$ cat src/rtl/uart_pkg.sv
// rtl/uart_pkg.sv - shared UART types and constants; UART_TX_PARITY_EN adds the PARITY state
package uart_pkg;

  localparam int UART_DATA_W = 8;

  // Line levels for the idle, start and stop conditions
  localparam logic LINE_IDLE  = 1'b1;
  localparam logic LINE_START = 1'b0;
  localparam logic LINE_STOP  = 1'b1;

`ifdef UART_TX_PARITY_EN
  typedef enum logic [2:0] {
    ST_IDLE,
    ST_START,
    ST_DATA,
    ST_PARITY,
    ST_STOP
  } tx_state_e;
`else
  typedef enum logic [2:0] {
    ST_IDLE,
    ST_START,
    ST_DATA,
    ST_STOP
  } tx_state_e;
`endif

  // Even parity bit: 1 when the byte holds an odd number of ones
  function automatic logic even_parity(input logic [UART_DATA_W-1:0] data);
    return ^data;
  endfunction

endpackage

$ cat src/rtl/sync_fifo.sv
// rtl/sync_fifo.sv - single-clock FIFO with push/pop, full/empty and occupancy count
module sync_fifo #(
  parameter int WIDTH = 8,
  parameter int DEPTH = 4
) (
  input  logic                     clk,
  input  logic                     rst_n,
  input  logic                     push,
  input  logic [WIDTH-1:0]         push_data,
  input  logic                     pop,
  output logic [WIDTH-1:0]         pop_data,
  output logic                     full,
  output logic                     empty,
  output logic [$clog2(DEPTH):0]   count
);

  localparam int AW = $clog2(DEPTH);
  localparam logic [AW:0] FULL_COUNT = (AW+1)'(DEPTH);

  logic [WIDTH-1:0] mem_q [DEPTH];
  logic [AW-1:0]    wr_ptr_q, wr_ptr_d;
  logic [AW-1:0]    rd_ptr_q, rd_ptr_d;
  logic [AW:0]      count_q, count_d;
  logic             do_push, do_pop;

  // Full and empty come straight from the registered count, so a pop in the
  // same cycle never opens the write port of a full FIFO.
  assign full     = (count_q == FULL_COUNT);
  assign empty    = (count_q == '0);
  assign count    = count_q;
  assign do_push  = push && !full;
  assign do_pop   = pop && !empty;
  assign pop_data = mem_q[rd_ptr_q];

  // Next pointers and occupancy; depth is a power of two so pointers wrap naturally
  always_comb begin
    wr_ptr_d = wr_ptr_q;
    rd_ptr_d = rd_ptr_q;
    count_d  = count_q;
    if (do_push) wr_ptr_d = wr_ptr_q + AW'(1);
    if (do_pop)  rd_ptr_d = rd_ptr_q + AW'(1);
    case ({do_push, do_pop})
      2'b10:   count_d = count_q + (AW+1)'(1);
      2'b01:   count_d = count_q - (AW+1)'(1);
      default: count_d = count_q;
    endcase
  end

  // Pointer and count registers
  always_ff @(posedge clk or negedge rst_n) begin
    if (!rst_n) begin
      wr_ptr_q <= '0;
      rd_ptr_q <= '0;
      count_q  <= '0;
    end else begin
      wr_ptr_q <= wr_ptr_d;
      rd_ptr_q <= rd_ptr_d;
      count_q  <= count_d;
    end
  end

  // Storage array; contents are don't-care until written
  always_ff @(posedge clk) begin
    if (do_push) mem_q[wr_ptr_q] <= push_data;
  end

endmodule

$ cat src/rtl/uart_tx.sv
// rtl/uart_tx.sv - buffered 8N1 UART transmitter, 8E1 when UART_TX_PARITY_EN is defined
module uart_tx
  import uart_pkg::*;
#(
  parameter int CLK_DIV    = 16,
  parameter int FIFO_DEPTH = 4
) (
  input  logic                          clk,
  input  logic                          rst_n,
  input  logic                          wr_en,
  input  logic [7:0]                    wr_data,
  output logic                          wr_ready,
  output logic                          tx,
  output logic                          busy,
  output logic [$clog2(FIFO_DEPTH):0]   fifo_count
);

  localparam logic [15:0] BAUD_RELOAD = 16'(CLK_DIV - 1);

  tx_state_e              state_q, state_d;
  logic [15:0]            baud_q, baud_d;
  logic [2:0]             bit_idx_q, bit_idx_d;
  logic [UART_DATA_W-1:0] shift_q, shift_d;
  logic                   tx_q, tx_d;

  logic                   fifo_pop;
  logic                   fifo_full;
  logic                   fifo_empty;
  logic [UART_DATA_W-1:0] fifo_data;
  logic                   baud_done;
  logic [2:0]             next_idx;

  sync_fifo #(
    .WIDTH (UART_DATA_W),
    .DEPTH (FIFO_DEPTH)
  ) u_fifo (
    .clk       (clk),
    .rst_n     (rst_n),
    .push      (wr_en),
    .push_data (wr_data),
    .pop       (fifo_pop),
    .pop_data  (fifo_data),
    .full      (fifo_full),
    .empty     (fifo_empty),
    .count     (fifo_count)
  );

  assign baud_done = (baud_q == '0);
  assign next_idx  = bit_idx_q + 3'd1;
  assign wr_ready  = !fifo_full;
  assign tx        = tx_q;
  assign busy      = (state_q != ST_IDLE) || (fifo_count != '0);

  // Frame sequencer: tx_d is the level of the bit that starts on the next edge,
  // so the line is driven from a flop and each bit lasts exactly CLK_DIV cycles.
  always_comb begin
    state_d   = state_q;
    baud_d    = baud_q;
    bit_idx_d = bit_idx_q;
    shift_d   = shift_q;
    tx_d      = tx_q;
    fifo_pop  = 1'b0;

    if (state_q != ST_IDLE) begin
      baud_d = baud_done ? BAUD_RELOAD : (baud_q - 16'd1);
    end

    case (state_q)
      ST_IDLE: begin
        tx_d = LINE_IDLE;
        if (!fifo_empty) begin
          fifo_pop  = 1'b1;
          shift_d   = fifo_data;
          baud_d    = BAUD_RELOAD;
          bit_idx_d = '0;
          state_d   = ST_START;
          tx_d      = LINE_START;
        end
      end

      ST_START: begin
        if (baud_done) begin
          bit_idx_d = '0;
          state_d   = ST_DATA;
          tx_d      = shift_q[0];
        end
      end

      ST_DATA: begin
        if (baud_done) begin
          if (bit_idx_q == 3'd7) begin
`ifdef UART_TX_PARITY_EN
            state_d = ST_PARITY;
            tx_d    = even_parity(shift_q);
`else
            state_d = ST_STOP;
            tx_d    = LINE_STOP;
`endif
          end else begin
            bit_idx_d = next_idx;
            tx_d      = shift_q[next_idx];
          end
        end
      end

`ifdef UART_TX_PARITY_EN
      ST_PARITY: begin
        if (baud_done) begin
          state_d = ST_STOP;
          tx_d    = LINE_STOP;
        end
      end
`endif

      ST_STOP: begin
        if (baud_done) begin
          // Chain straight into the next start bit when a byte is waiting
          if (!fifo_empty) begin
            fifo_pop  = 1'b1;
            shift_d   = fifo_data;
            bit_idx_d = '0;
            state_d   = ST_START;
            tx_d      = LINE_START;
          end else begin
            state_d = ST_IDLE;
            tx_d    = LINE_IDLE;
          end
        end
      end

      default: begin
        state_d = ST_IDLE;
        tx_d    = LINE_IDLE;
      end
    endcase
  end

  // Sequencer registers; reset forces the line high and abandons any frame
  always_ff @(posedge clk or negedge rst_n) begin
    if (!rst_n) begin
      state_q   <= ST_IDLE;
      baud_q    <= '0;
      bit_idx_q <= '0;
      shift_q   <= '0;
      tx_q      <= LINE_IDLE;
    end else begin
      state_q   <= state_d;
      baud_q    <= baud_d;
      bit_idx_q <= bit_idx_d;
      shift_q   <= shift_d;
      tx_q      <= tx_d;
    end
  end

endmodule

$ cat config.mk
export PLATFORM = sky130hd
export DESIGN_NAME = uart_tx
export DESIGN_NICKNAME = d
export VERILOG_FILES = /design/src/rtl/uart_pkg.sv /design/src/rtl/sync_fifo.sv /design/src/rtl/uart_tx.sv
export SDC_FILE = /design/constraint.sdc
export NUM_CORES = 1
export LEC_CHECK = 0
export ABC_AREA = 1
export CORE_MARGIN = 2
export CORE_UTILIZATION = 25
export DETAILED_ROUTE_END_ITERATION = 10
export GPL_ROUTABILITY_DRIVEN = 0
export SETUP_SLACK_MARGIN = 0.4
export SLEW_MARGIN = 5
export SYNTH_ARGS = -nofsm -noshare
export SYNTH_HDL_FRONTEND = slang
export SYNTH_SLANG_ARGS = --single-unit
$ cat constraint.sdc
create_clock -name clk -period 2.21 [get_ports clk]
set_input_delay 0.3315 -clock clk [delete_from_list [all_inputs] [get_ports clk]]
set_output_delay 0.3315 -clock clk [all_outputs]
set_load 0.005 [all_outputs]
==> flow_summary.ini <==
[placement]
placed_area_sq_mm = 0.00384
pre_cts_slack_ns = 0.109
io_buffers = 16
dpl.hpwl_um = 4570
placedCellCount = 554

[clock_network]
cts_max_level = 3
clockBufferDepth = 2
insertion_delay_ns = 0.33
cts.clk_slew.worst_paths_ns = 0.06
hold_buffers = 0
cts_tree = yes
root_buffer = clkbuf_16
cts.sinks = 69
numCtsBuffers = 9

[finish]
layout.nets = 441
drive_above_1_share_pct = 23.3
stdcell_count = 597
postLayoutCellArea_sq_mm = 0.00442
fin_util_pct = 33.4
diodes = 0
syn2layout_area_growth_pct = 30.9
fill_cells = 1358

[synth]
synth_edf_count = 32
synth_top_cells_by_area = edfxtp_1 (28%), dfrtp_1 (27%), nand2_1 (8.7%)
synth.avg_cell_area_sq_um = 9.46
synth_nets = 381
yosysTopAreaCell = edfxtp_1
ys_async_sr_fraction_pct = 53.6
ys_seq_elements = 69
synth-warning-count = 0
synth_most_common_cell = nand2_1
syn_inst = 357
synth_top_area_share_pct = 28.5
synth-main-ff-cell = dfrtp_1
synth_common_cells = nand2_1 (78), inv_1 (42), nor2_1 (38), dfrtp_1 (36), edfxtp_1 (32)
syn_area_sq_mm = 0.00338
synth_cell_type_count = 29
yosysSeqAreaShare_pct = 55.9

[detailed_routing]
dr_total_vias = 2576
drt_pass1_iterations = 6
route.detailed.drc = 0
ant_nets = 0
avgRoutedWirePerCell_um = 11.6
routed_wl_um = 6930
avgViaCountPerCell = 4.31
first_iter_violations = 90

[worst_setup_path]
critPathTopFamily = adder cells
timing.rr.end = u_fifo.count[2]$_DFFE_PN0P_
rr_startpoint = state_q[1]$_DFFE_PN0P_
reg2reg_depth = 12
cp.required_ns = 2.41
slowest_stage = dfrtp_1
worstPathCellList = buf_4, ha_2, nand2_1, nand2_1, nand3_2, inv_2, ha_4, inv_4, fa_2, a21oi_2, o21ai_1, xor2_1
crit_top_cell = nand2_1
worst_ep_arrival_time_ns = 2.26
path_class = reg2reg
critical_path_peak_fanout = 4
r2r_slack_ns = 0.16
path_buf_inv = 3
cp-end-kind = register
cp-start-kind = register
critical_path.max_stage_delay_ns = 0.36
path_depth = 12

[sta]
fin_crit_sh_pct = 92.8
rsz0062_at_grt = true
slew_viol_final = 0
setup_tns_ns = 0
hold_violations = 0
clock_skew_ns = 0.00550
worst_pin_slew_ns = 0.835
relSlewSlack_pct = 44.3
setup_viol = 0
setup_ws_ns = 0.160
max_freq_ghz = 0.488
final.min_clock_period_ns = 2.05

[outcome]
outcome = finished, final reports clean

[die]
ios = 17
fp-row-count = 42
dieArea_sq_mm = 0.0145
die_w_um = 120
initial_utilization_pct = 25.5
core_sq_mm = 0.0132
die_h_um = 120

[global_route]
met1_usage_pct = 12.0
antenna_found_initial = 0
gr-max-usage-layer = met2
first_global_vias = 2515
grt_pass1_wl_um = 11600
grt_max_degree = 38
grtUsageMet3_pct = 1.98
grt-ovfl-total = 0
grt_util_met2_pct = 17.6
track_usage_pct = 10.1

[pwr]
power.density_mw_per_mm2 = 788
vdd_drop_max_v = 0.000494
leakagePower_nw = 1.90

[hold_path]
worstHoldPathType = in2async

[job]
cap_violations = 0
worst max path at each step:
stage                           startpoint                           to
floorplan             baud_q[13]$_DFF_PN0_  u_fifo.count[2]$_DFFE_PN0P_
global placement      baud_q[13]$_DFF_PN0_  u_fifo.count[2]$_DFFE_PN0P_
detailed placement    baud_q[13]$_DFF_PN0_  u_fifo.count[2]$_DFFE_PN0P_
CTS                   baud_q[13]$_DFF_PN0_  u_fifo.count[2]$_DFFE_PN0P_
global route           baud_q[8]$_DFF_PN0_  u_fifo.count[2]$_DFFE_PN0P_
finish              state_q[1]$_DFFE_PN0P_  u_fifo.count[2]$_DFFE_PN0P_
flip-flops by register name (all words and copies together) (netlist names):
name	count
u_fifo.mem_q	32
baud_q	16
shift_q	8
bit_idx_q	3
u_fifo.count	3
state_q	2
u_fifo.rd_ptr_q	2
u_fifo.wr_ptr_q	2
tx	1
metrics by stage:
| step | hold WS [ns] | total power (W) |
|---|---|---|
| after global routing | 0.188 | 0.00365 |
| after CTS | 0.133 | 0.00350 |
| after detailed placement | 0.469 | 0.00209 |
| final | 0.104 | 0.00348 |
| after floorplan | 0.0359 | 0.00185 |
| after global placement | 0.459 | 0.00208 |
logic make-up after synthesis:
family,count (synthesis),synth area share [%]
simple gates,166,22.2
fa+ha+maj,13,5.04
buf+inv,49,5.89
xor+xnor,14,3.63
flops,69,55.9
compound gates,46,7.30
power breakdown:
part | switching (W) | leakage [nW] | internal, W
clock network | 0.000511 | 0.138 | 0.000865
registers | 0.0000645 | 0.740 | 0.00152
logic | 0.000287 | 1.03 | 0.000234
cell usage in the layout (no fill, tap or decap), drive strengths merged:
master	n
bufinv	1
buf	41
or2	1
nand4	4
nand2	82
nand3b	4
xor2	13
o21bai	1
nor2	43
o22ai	11
o21ai	28
xnor2	1
clkinv	2
nor3	2
clkinvlp	2
clkbuf	10
nand3	30
dfstp	1
inv	43
ha	12
fa	1
dfrtp	36
clkdlybuf4s50	14
a21oi	6
edfxtp	32
what timing repair did:
action / CTS / global route
buffers inserted: 18 / 10
pin swaps: 7 / 5
endpoints found under the setup margin: 3 / 11
resized for setup: 17 / 16
per-layer routing:
| layer | wire length (um) | up-vias |
|---|---|---|
| li1 | - | 1299 |
| met4 | 122 | 0 |
| met3 | 160 | 12 |
| met2 | 3480 | 33 |
| met5 | 0 | - |
| met1 | 3160 | 1232 |
final cells by class:
cell class / count / area (sq um) / area share [%]
tap: 176 / 220 / 4.98
multi-input combinational: 239 / 1400 / 31.7
clock inverter: 6 / 63.8 / 1.44
sequential: 69 / 1890 / 42.7
clock buffer: 9 / 225 / 5.10
inverter: 42 / 165 / 3.74
timing repair buffer: 56 / 454 / 10.3
Power figures use the tool's default switching activity.
